**config.mk**
```make
export PLATFORM = sky130hd
export DESIGN_NAME = max7219_controller
export DESIGN_NICKNAME = d
export VERILOG_FILES = /design/src/rtl/max7219_pkg.sv /design/src/rtl/hexfont.sv /design/src/rtl/max7219_spi_tx.sv /design/src/rtl/max7219_controller.sv
export SDC_FILE = /design/constraint.sdc
export NUM_CORES = 1
export LEC_CHECK = 0
export CAP_MARGIN = 5
export CELL_PAD_IN_SITES_DETAIL_PLACEMENT = 1
export CELL_PAD_IN_SITES_GLOBAL_PLACEMENT = 1
export CORE_MARGIN = 4
export CORE_UTILIZATION = 46
export DETAILED_ROUTE_END_ITERATION = 10
export PLACE_DENSITY_LB_ADDON = 0.15
export SLEW_MARGIN = 30
export SYNTH_ARGS = -nofsm -noshare
export SYNTH_HDL_FRONTEND = slang
export SYNTH_SLANG_ARGS = --single-unit
```
**constraint.sdc**
```tcl
create_clock -name clk -period 2.8 [get_ports clk]
set_clock_uncertainty 0.05 [all_clocks]
set_input_delay 0.7 -clock clk [delete_from_list [all_inputs] [get_ports clk]]
set_output_delay 0.7 -clock clk [all_outputs]
set_load 0.01 [all_outputs]
```
**src/rtl/max7219_pkg.sv**
```systemverilog
// rtl/max7219_pkg.sv - register map, frame type and sequencer states for the MAX7219 controller
// Imported by max7219_spi_tx and max7219_controller.
package max7219_pkg;

  localparam logic [3:0] REG_DIGIT0    = 4'h1;
  localparam logic [3:0] REG_DECODE    = 4'h9;
  localparam logic [3:0] REG_INTENSITY = 4'hA;
  localparam logic [3:0] REG_SCANLIM   = 4'hB;
  localparam logic [3:0] REG_SHUTDOWN  = 4'hC;
  localparam logic [3:0] REG_TEST      = 4'hF;

  typedef struct packed {
    logic [3:0] pad;
    logic [3:0] addr;
    logic [7:0] data;
  } frame_t;

  // SEQ_DIM is only reachable when runtime dimming is built in.
  typedef enum logic [1:0] {
    SEQ_IDLE    = 2'd0,
    SEQ_INIT    = 2'd1,
    SEQ_REFRESH = 2'd2,
    SEQ_DIM     = 2'd3
  } seq_state_e;

  function automatic frame_t mk_frame(input logic [3:0] addr, input logic [7:0] data);
    frame_t f;
    f.pad  = 4'h0;
    f.addr = addr;
    f.data = data;
    return f;
  endfunction

endpackage

```
**src/rtl/hexfont.sv**
```systemverilog
// rtl/hexfont.sv - hex nibble to 7-segment font, no-decode byte order (bit7 DP, bit6..0 A..G)
// Ports:
//   hex  in  SIZE      packed nibbles, nibble k at hex[4k+3:4k]
//   seg  out SIZE*2    packed glyph bytes, byte k at seg[8k+7:8k]
module hexfont #(
  parameter int SIZE = 4
) (
  input  logic [SIZE-1:0]   hex,
  output logic [SIZE*2-1:0] seg
);

  // Lowercase b, c and d keep them distinct from 8, 0/C and 0.
  function automatic logic [7:0] glyph(input logic [3:0] h);
    case (h)
      4'h0:    glyph = 8'h7E;
      4'h1:    glyph = 8'h30;
      4'h2:    glyph = 8'h6D;
      4'h3:    glyph = 8'h79;
      4'h4:    glyph = 8'h33;
      4'h5:    glyph = 8'h5B;
      4'h6:    glyph = 8'h5F;
      4'h7:    glyph = 8'h70;
      4'h8:    glyph = 8'h7F;
      4'h9:    glyph = 8'h7B;
      4'hA:    glyph = 8'h77;
      4'hB:    glyph = 8'h1F;
      4'hC:    glyph = 8'h0D;
      4'hD:    glyph = 8'h3D;
      4'hE:    glyph = 8'h4F;
      default: glyph = 8'h47;
    endcase
  endfunction

  for (genvar k = 0; k < SIZE / 4; k++) begin : g_digit
    assign seg[8*k +: 8] = glyph(hex[4*k +: 4]);
  end

endmodule

```
**src/rtl/max7219_spi_tx.sv**
```systemverilog
// rtl/max7219_spi_tx.sv - serializes one 16-bit frame onto DIN/CLK/LOAD including the LOAD gap
// Ports:
//   clk, rst_n          system clock, asynchronous active-low reset
//   start, frame        start is taken only while idle; frame is latched with it
//   done                one-cycle pulse on the last busy cycle of the frame
//   max_din/clk/load    registered serial pins
module max7219_spi_tx
  import max7219_pkg::*;
#(
  parameter int CLK_DIV = 2
) (
  input  logic   clk,
  input  logic   rst_n,
  input  logic   start,
  input  frame_t frame,
  output logic   done,
  output logic   max_din,
  output logic   max_clk,
  output logic   max_load
);

  localparam logic [7:0] CNT_LAST = 8'(CLK_DIV - 1);
  // done fires two cycles before the gap ends: one cycle for the caller to
  // register start and one for this block to accept it, so LOAD falls again
  // exactly 2*CLK_DIV cycles after it rose.
  localparam logic [5:0] DONE_HALF = (CLK_DIV == 1) ? 6'd33 : 6'd34;
  localparam logic [7:0] DONE_CNT  = (CLK_DIV == 1) ? 8'd0 : 8'(CLK_DIV - 2);

  logic        active;
  logic [5:0]  half;     // half-period index: 0..31 bits, 32 tail, 33..34 gap
  logic [7:0]  cnt;
  logic [15:0] shreg;
  logic [5:0]  half_nx;

  assign half_nx = half + 6'd1;
  assign done    = active && (half == DONE_HALF) && (cnt == DONE_CNT);

  always_ff @(posedge clk or negedge rst_n) begin
    if (!rst_n) begin
      active   <= 1'b0;
      half     <= 6'd0;
      cnt      <= 8'd0;
      shreg    <= 16'h0;
      max_din  <= 1'b0;
      max_clk  <= 1'b0;
      max_load <= 1'b1;
    end else if (!active) begin
      if (start) begin
        active   <= 1'b1;
        half     <= 6'd0;
        cnt      <= 8'd0;
        shreg    <= {frame[14:0], 1'b0};
        max_din  <= frame[15];
        max_clk  <= 1'b0;
        max_load <= 1'b0;
      end
    end else if (done) begin
      active <= 1'b0;
    end else if (cnt == CNT_LAST) begin
      cnt  <= 8'd0;
      half <= half_nx;
      if (half_nx < 6'd32) begin
        max_clk <= half_nx[0];
        if (!half_nx[0]) begin
          max_din <= shreg[15];
          shreg   <= {shreg[14:0], 1'b0};
        end
      end else if (half_nx == 6'd32) begin
        max_clk <= 1'b0;
      end else if (half_nx == 6'd33) begin
        max_load <= 1'b1;
      end
    end else begin
      cnt <= cnt + 8'd1;
    end
  end

endmodule

```
**src/rtl/max7219_controller.sv**
```systemverilog
// rtl/max7219_controller.sv - MAX7219 init and digit-refresh sequencer
// Optional build macro: MAX7219_DIMMING_EN adds a runtime intensity input.
// Ports:
//   clk, rst_n          system clock, asynchronous active-low reset
//   value               DIGITS hex nibbles, nibble k shown on digit register k+1
//   update              single-cycle refresh request
//   intensity           (MAX7219_DIMMING_EN only) runtime intensity 0..15
//   busy, init_done     sequencer status
//   max_din/clk/load    serial link to the MAX7219
module max7219_controller
  import max7219_pkg::*;
#(
  parameter int         CLK_DIV   = 2,
  parameter int         DIGITS    = 8,
  parameter logic [3:0] INTENSITY = 4'h8
) (
  input  logic                clk,
  input  logic                rst_n,
  input  logic [DIGITS*4-1:0] value,
  input  logic                update,
`ifdef MAX7219_DIMMING_EN
  input  logic [3:0]          intensity,
`endif
  output logic                busy,
  output logic                init_done,
  output logic                max_din,
  output logic                max_clk,
  output logic                max_load
);

  localparam logic [1:0] S_IDLE    = SEQ_IDLE;
  localparam logic [1:0] S_INIT    = SEQ_INIT;
  localparam logic [1:0] S_REFRESH = SEQ_REFRESH;
  localparam logic [1:0] S_DIM     = SEQ_DIM;

  localparam logic [3:0] LAST_DIGIT = 4'(DIGITS - 1);
  localparam logic [3:0] LAST_INIT  = 4'd4;

  logic [1:0]          state;
  logic [3:0]          idx;
  logic                start;
  logic                pending;
  logic [DIGITS*4-1:0] snapshot;
  logic [DIGITS*8-1:0] seg;
  logic [7:0]          digit_seg;
  logic [3:0]          int_val;
  logic                tx_done;
  frame_t              tx_frame;
  logic                rerun;

  assign busy      = (state != S_IDLE);
  assign rerun     = pending | update;
  assign digit_seg = seg[8*idx +: 8];

`ifndef MAX7219_DIMMING_EN
  assign int_val = INTENSITY;
`endif

  hexfont #(.SIZE(DIGITS * 4)) u_font (
    .hex (snapshot),
    .seg (seg)
  );

  // Frame content follows the state/index registers, so it is valid in the
  // cycle start is high, including right after a snapshot capture.
  always_comb begin
    tx_frame = '0;
    case (state)
      S_INIT: begin
        case (idx)
          4'd0:    tx_frame = mk_frame(REG_TEST, 8'h00);
          4'd1:    tx_frame = mk_frame(REG_DECODE, 8'h00);
          4'd2:    tx_frame = mk_frame(REG_SCANLIM, {4'h0, LAST_DIGIT});
          4'd3:    tx_frame = mk_frame(REG_INTENSITY, {4'h0, int_val});
          default: tx_frame = mk_frame(REG_SHUTDOWN, 8'h01);
        endcase
      end
      S_REFRESH: tx_frame = mk_frame(REG_DIGIT0 + idx, digit_seg);
      S_DIM:     tx_frame = mk_frame(REG_INTENSITY, {4'h0, int_val});
      default:   tx_frame = '0;
    endcase
  end

  always_ff @(posedge clk or negedge rst_n) begin
    if (!rst_n) begin
      state     <= S_IDLE;
      idx       <= 4'd0;
      start     <= 1'b0;
      init_done <= 1'b0;
      pending   <= 1'b0;
      snapshot  <= '0;
`ifdef MAX7219_DIMMING_EN
      int_val   <= 4'h0;
`endif
    end else begin
      start <= 1'b0;
      case (state)
        S_IDLE: begin
          if (!init_done) begin
            state <= S_INIT;
            idx   <= 4'd0;
            start <= 1'b1;
`ifdef MAX7219_DIMMING_EN
            int_val <= intensity;
`endif
          end
`ifdef MAX7219_DIMMING_EN
          else if (intensity != int_val) begin
            // Intensity goes out first; a coinciding update waits behind it.
            state   <= S_DIM;
            int_val <= intensity;
            start   <= 1'b1;
            if (update) pending <= 1'b1;
          end
`endif
          else if (update) begin
            state    <= S_REFRESH;
            snapshot <= value;
            idx      <= 4'd0;
            start    <= 1'b1;
          end
        end
        S_INIT: begin
          if (update) pending <= 1'b1;
          if (tx_done) begin
            start <= 1'b1;
            if (idx == LAST_INIT) begin
              init_done <= 1'b1;
              state     <= S_REFRESH;
              snapshot  <= value;
              idx       <= 4'd0;
            end else begin
              idx <= idx + 4'd1;
            end
          end
        end
        S_REFRESH: begin
          if (update) pending <= 1'b1;
          if (tx_done) begin
            if (idx != LAST_DIGIT) begin
              idx   <= idx + 4'd1;
              start <= 1'b1;
            end else if (rerun) begin
              pending  <= 1'b0;
              snapshot <= value;
              idx      <= 4'd0;
              start    <= 1'b1;
            end else begin
              state <= S_IDLE;
            end
          end
        end
        default: begin
          if (update) pending <= 1'b1;
          if (tx_done) begin
            if (rerun) begin
              pending  <= 1'b0;
              state    <= S_REFRESH;
              snapshot <= value;
              idx      <= 4'd0;
              start    <= 1'b1;
            end else begin
              state <= S_IDLE;
            end
          end
        end
      endcase
    end
  end

  max7219_spi_tx #(.CLK_DIV(CLK_DIV)) u_tx (
    .clk      (clk),
    .rst_n    (rst_n),
    .start    (start),
    .frame    (tx_frame),
    .done     (tx_done),
    .max_din  (max_din),
    .max_clk  (max_clk),
    .max_load (max_load)
  );

endmodule

```
==> results of run 1 <==
per-stage QoR:
step	cell area (sq um)	utilization (%)	power, mW	instances	worst slack, ps
6_report	6910	54.1	2.37	844	242
5_1_grt	6910	54.1	2.44	844	157
4_1_cts	6910	54.1	2.40	844	243
3_5_place_dp	6610	51.7	1.17	828	116
3_3_place_gp	6610	51.7	1.16	828	191
2_1_floorplan	6070	-	1.09	643	593
flip-flops by register name (all words and copies together) (netlist names), 2 cells and up:
register and flops:
u_tx.shreg 15, idx 4, u_tx.half 6, u_tx.cnt 8
snapshot 32, state 2
cells in the mapped netlist (4+ instances only):
library cell,number,area [sq um]
a211oi_1,11,82.6
a21oi_1,22,110
a221oi_1,4,35.0
a22o_1,6,52.6
a22oi_1,4,30.0
a31oi_1,10,62.6
buf_2,11,55.1
buf_6,4,45.0
clkbuf_1,26,97.6
dfrtp_1,73,1830
ha_1,62,776
inv_1,47,176
mux2_2,10,113
mux2_4,30,450
mux2i_1,10,100
mux4_2,10,225
nand2_1,46,173
nand2b_1,4,25.0
nand3_1,22,110
nand3b_1,6,45.0
nand4_1,6,37.5
nor2_1,41,154
nor2b_1,22,138
nor3_1,17,85.1
nor4_1,6,37.5
o2111ai_1,4,35.0
o21ai_0,37,185
o22ai_1,4,25.0
o2bb2ai_1,5,43.8
o311ai_0,5,43.8
o31ai_1,9,67.6
o32ai_1,4,35.0
xor2_1,6,52.6
cells by family after synthesis:
group	count (synthesis)	share of synthesized area [%]
muxes	60	14.6
buffers and inverters	93	6.60
xor gates and xnor gates	8	1.16
DFF	74	30.5
AOI/OAI and AO/OA	158	18.5
adders and majority gates	62	12.8
and+or+nand+nor	188	15.8
how the worst min path moves through the flow:
stage                       start            end  slack (ps)
floorplan                   rst_n         idx[0]         350
global placement    u_tx.shreg[7]  u_tx.shreg[8]         440
detailed placement  u_tx.shreg[2]  u_tx.shreg[2]         460
CTS                         rst_n       state[0]         250
global route                rst_n       state[0]         270
finish                      rst_n       state[0]         240
layout make-up:
cell class                      instances  area [sq um]
Fill cell                            1440          5860
Clock inverter                          4          50.0
Multi-Input combinational cell        476          3820
Inverter                               48           180
Clock buffer                           12           256
Tap cell                              172           215
Timing Repair Buffer                   58           543
Sequential cell                        74          1850
power breakdown:
group	leakage, nW	switching (mW)	internal (mW)	total (mW)
Sequential	1.02	0.0000000000000000609	1.07	1.07
Clock	0.145	0.486	0.738	1.22
Combinational	1.80	0.0295	0.0447	0.0742
Total	2.96	0.516	1.85	2.37
layer usage:
metal / share of wire, % / vias up / global-route usage [%]
met2: 53 / 66 / 41.0
met3: 2.7 / 32 / 4.47
met1: 42 / 2503 / 26.7
met4: 2.3 / 0 / 7.70
met5: 0 / - / 0
li1: - / 2395 / -
==> impl_metrics.tcl, run 1 <==
set metrics [dict create \
    status "complete, no violations" \
    grt-ovfl-total 0 \
    path_max_fanout 32 \
    cp_data_required_time_ps 2980 \
    setup_tns_ps 0 \
    ioPinCount 40 \
    via_count 4996 \
    num_antenna_cells 0 \
    path_depth 7 \
    critPathLaunch "u_tx.half[0]" \
    grt_antenna_before_repair 0 \
    layout_commonest_cell "dfrtp_1" \
    grt_pass1_vias 5239 \
    synth_cell_types 69 \
    cts.clk_slew.worst_paths_ps 60 \
    r2r_start "u_tx.half[0]" \
    mostFrequentLayoutCells "dfrtp_1 (73), ha_1 (62), inv_1 (47), nand2_1 (46), nor2_1 (41)" \
    path_delay_family "buffers and inverters" \
    yosysWarnings 0 \
    period_share_pct 91.4 \
    nets 764 \
    drc 0 \
    ys.flop_type "dfrtp_1" \
    drtIter0Drc 169 \
    cts.sinks 74 \
    drv_cap 0 \
    grt_usage_pct 22.7 \
    cts_buffer_depth 2 \
    finalHoldWorstSlack_ps 240 \
    cts-resized-gates 0 \
    htree_levels 3 \
    wl_per_cell_microns 19.1 \
    grt_max_degree 45 \
    criticalPathCategory "reg2reg" \
    endpoint "snapshot[2]" \
    min_path_type "in2async" \
    synth_area_sq_mm 0.00607 \
    insertion_delay_ps 350 \
    synthCells 643 \
    antenna_left 0 \
    grt_pass1_wl_microns 26800 \
    ys_seq_area_share_pct 30.5 \
    startpoint_type "register" \
    vias_per_cell 5.92 \
    synth_seq_cells 74 \
    slowest_delay_ps 530 \
    reg2reg_slack_ps 240 \
    worst_r2r_endpoint "snapshot[2]" \
    tritoncts "done" \
    dr.pass1.iters 4 \
    die_y_microns 123 \
    path_buf_inv 2 \
    end_kind "register" \
    drv_slew 0 \
    ir_drop_v 0.000269 \
    rsz0062_at_grt "false" \
    initial_core_util_pct 47.5 \
    syn2layout_area_growth_pct 14.0 \
    core_sq_mm 0.0128 \
    cp.arrival_ps 2740 \
    synth_nets 740 \
    power_density_mw_per_mm2 342 \
    die_w_microns 123 \
    cts_root_buf "clkbuf_16" \
    gp_congestion 0.857 \
    path_cells "inv_1 -> ha_1 -> and3_1 -> and4_1 -> o211ai_4 -> buf_4 -> mux2_2" \
    dieArea_sq_mm 0.0151 \
    avgSynthCellArea_sq_um 9.43 \
    fp-row-count 41 \
    drt-total-wl_microns 16100 \
    clock.fmax_ghz 0.391 \
    reg2reg_depth 7 \
    synth_edf_count 0 \
    relSlewSlack_pct 57.5 \
    drive_gt1_share_pct 14.1 \
    cts_hold_buf 0 \
    cts_inserted_buffers 9 \
    leakage_nw 2.96 \
    setup_violations 0 \
    cp_slowest_cell "buf_4" \
    hold_viol_final 0 \
    dp_hpwl_microns 11800 \
    post_cts_buffers 0 \
    ys_async_sr_fraction_pct 100 \
    worstMarginPinSlew_ps 638 \
    port_buffers 39 \
    period_minus_slack_ps 2560 \
]
(Power assumes the default switching activity.)
==> run 2, diff against run 1 <==
--- a/config.mk
+++ b/config.mk
@@ -5,6 +5,7 @@
 export SDC_FILE = /design/constraint.sdc
 export NUM_CORES = 1
 export LEC_CHECK = 0
+export ABC_AREA = 1
 export CAP_MARGIN = 5
 export CELL_PAD_IN_SITES_DETAIL_PLACEMENT = 1
 export CELL_PAD_IN_SITES_GLOBAL_PLACEMENT = 1
==> constraint.sdc (replaced) <==
create_clock -name clk -period 3.1 [get_ports clk]
set_clock_uncertainty 0.05 [all_clocks]
set_input_delay 0.775 -clock clk [delete_from_list [all_inputs] [get_ports clk]]
set_output_delay 0.775 -clock clk [all_outputs]
set_load 0.01 [all_outputs]
==> run 2 against run 1 <==
- register-to-register slack improved by 450 ps
- global-route usage rose by 1.4 points
- wire length up 15%
==> impl_metrics.tcl, run 2 <==
set metrics [dict create \
    gp_congestion 0.888 \
    cp_data_required_time_ps 2270 \
    grt_antenna_before_repair 0 \
    synthCells 912 \
    dr.pass1.iters 5 \
    power_density_mw_per_mm2 295 \
    cts_inserted_buffers 9 \
    antenna_left 0 \
    synth.largest_area_cell "dfrtp_1" \
    cts_buffer_depth 2 \
    post_cts_buffers 0 \
    grt-ovfl-total 0 \
    htree_levels 3 \
    nets 1038 \
    worstMarginPinSlew_ps 531 \
    path_delay_family "buffers and inverters" \
    via_count 6017 \
    use_met2_pct 39.4 \
    setup_tns_ps 0 \
    setup_ws_ps 267 \
    mostFrequentLayoutCells "nand2_1 (247), inv_1 (104), nand3_1 (94), dfrtp_1 (73)" \
    yosys-top-cells-count "nand2_1 (247), inv_1 (104), nand3_1 (94), dfrtp_1 (73)" \
    path_buf_inv 3 \
    relSlewSlack_pct 64.6 \
    syn2layout_area_growth_pct 12.4 \
    die_w_microns 126 \
    tritoncts "done" \
    synth_top_area_share_pct 28.4 \
    fp-row-count 42 \
    cts-resized-gates 0 \
    r2r_start "state[1]" \
    leakage_nw 3.62 \
    status "complete, no violations" \
    drtIter0Drc 297 \
    num_antenna_cells 0 \
    die_y_microns 126 \
    reg2reg_depth 10 \
    ioPinCount 40 \
    port_buffers 39 \
    synth_seq_cells 74 \
    largest_reg_flops 32 \
    slowest_delay_ps 590 \
    core_sq_mm 0.0135 \
    period_share_pct 91.4 \
    wl_per_cell_microns 16.6 \
    path_cells "inv_1 -> ha_1 -> inv_1 -> clkdlybuf4s50_1" \
    layout_commonest_cell "nand2_1" \
    synth_area_leaders "dfrtp_1 (28%), nand2_1 (14%), ha_1 (12%), nand3_1 (7.3%), inv_1 (6.1%)" \
    cp.arrival_ps 2010 \
    reg2reg_slack_ps 690 \
    reg_top3 "snapshot: 32 flops, u_tx.shreg: 15 flops, u_tx.cnt: 8 flops" \
    drv_slew 0 \
    synth_nets 1009 \
    ir_drop_v 0.000264 \
    synth_area_sq_mm 0.00643 \
    cp_slowest_cell "clkdlybuf4s50_1" \
    path_max_fanout 6 \
    cts.clk_slew.worst_paths_ps 60 \
    hold_viol_final 0 \
    startpoint_type "register" \
    ys_async_sr_fraction_pct 100 \
    ys_seq_area_share_pct 28.8 \
    grt_max_degree 75 \
    worst_r2r_endpoint "snapshot[3]" \
    finalNonFillerCells 1122 \
    criticalPathCategory "reg2out" \
    clock.fmax_ghz 0.353 \
    period_minus_slack_ps 2830 \
    rsz0062_at_grt "false" \
    drt-total-wl_microns 18600 \
    drc 0 \
    drive_gt1_share_pct 12.7 \
    cp_common_cell "inv_1" \
    drv_cap 0 \
    avgSynthCellArea_sq_um 7.05 \
    cts_hold_buf 0 \
    finalHoldWorstSlack_ps 390 \
    initial_core_util_pct 47.8 \
    dp_hpwl_microns 13800 \
    ys.flop_type "dfrtp_1" \
    grt_usage_pct 24.1 \
    busiest_layer "met2" \
    cts_root_buf "clkbuf_16" \
    place_ws_ps 562 \
    dp.cells 1106 \
    setup_violations 0 \
    dieArea_sq_mm 0.0159 \
    grt_util_met3_pct 2.92 \
    synth.most_common_cell "nand2_1" \
    min_path_type "in2async" \
    synth_edf_count 0 \
    regMostFlops "snapshot" \
    grt_pass1_wl_microns 31900 \
    yosysWarnings 0 \
    grt_pass1_vias 6476 \
    insertion_delay_ps 350 \
    use_met1_pct 33.1 \
    cts.sinks 74 \
    end_kind "primary output" \
    synth_cell_types 43 \
    vias_per_cell 5.36 \
]
## run 2: cell count changes after synthesis, sizes merged, moves of 34 or more
cell and change:
mux2 -40, a21oi +34, nand2 +207, inv +69
nor2 +61, nand3 +73
## run 2: per-layer routing
layer | share of wire, % | vias to the layer above
li1 | - | 2998
met1 | 48 | 2908
met2 | 47 | 81
met3 | 3.0 | 30
met4 | 2.2 | 0
met5 | 0 | -
## run 2: layout make-up
type / instances / area (sq um)
clock buffers: 10 / 229
clock inverters: 6 / 67.6
fillers: 1794 / 6220
inverters: 116 / 438
multi-input cells: 691 / 3940
flip-flops and latches: 74 / 1850
well taps: 176 / 220
repair buffers: 49 / 488
## run 2: power breakdown
part	total (mW)	leakage, nW	internal (mW)	switching [mW]
Clock	1.09	0.139	0.627	0.467
Sequential	0.965	0.812	0.965	0
Combinational	0.0709	2.67	0.0402	0.0306
## run 2: kinds of logic after synthesis
logic type	Yosys count	synth area share (%)
xor+xnor	10	1.36
simple gates	473	33.0
compound gates	146	14.8
buf+inv	147	9.98
fa+ha+maj	62	12.1
flops	74	28.8
## run 2: through the flow
| stage | instance area (sq um) | utilization [%] | power (mW) |
|---|---|---|---|
| 2_1_floorplan | 6430 | - | 0.984 |
| 3_3_place_gp | 6940 | 51.6 | 1.05 |
| 3_5_place_dp | 6940 | 51.6 | 1.06 |
| 4_1_cts | 7230 | 53.8 | 2.15 |
| 5_1_grt | 7230 | 53.8 | 2.20 |
| 6_report | 7230 | 53.8 | 2.13 |
## run 2: how the worst max path moves through the flow
stage	startpoint	cells after the start	endpoint
floorplan	idx[1]	12	snapshot[21]
global placement	update	7	state[1]
detailed placement	update	8	idx[1]
CTS	state[1]	4	busy
global route	state[1]	4	busy
finish	state[1]	4	busy
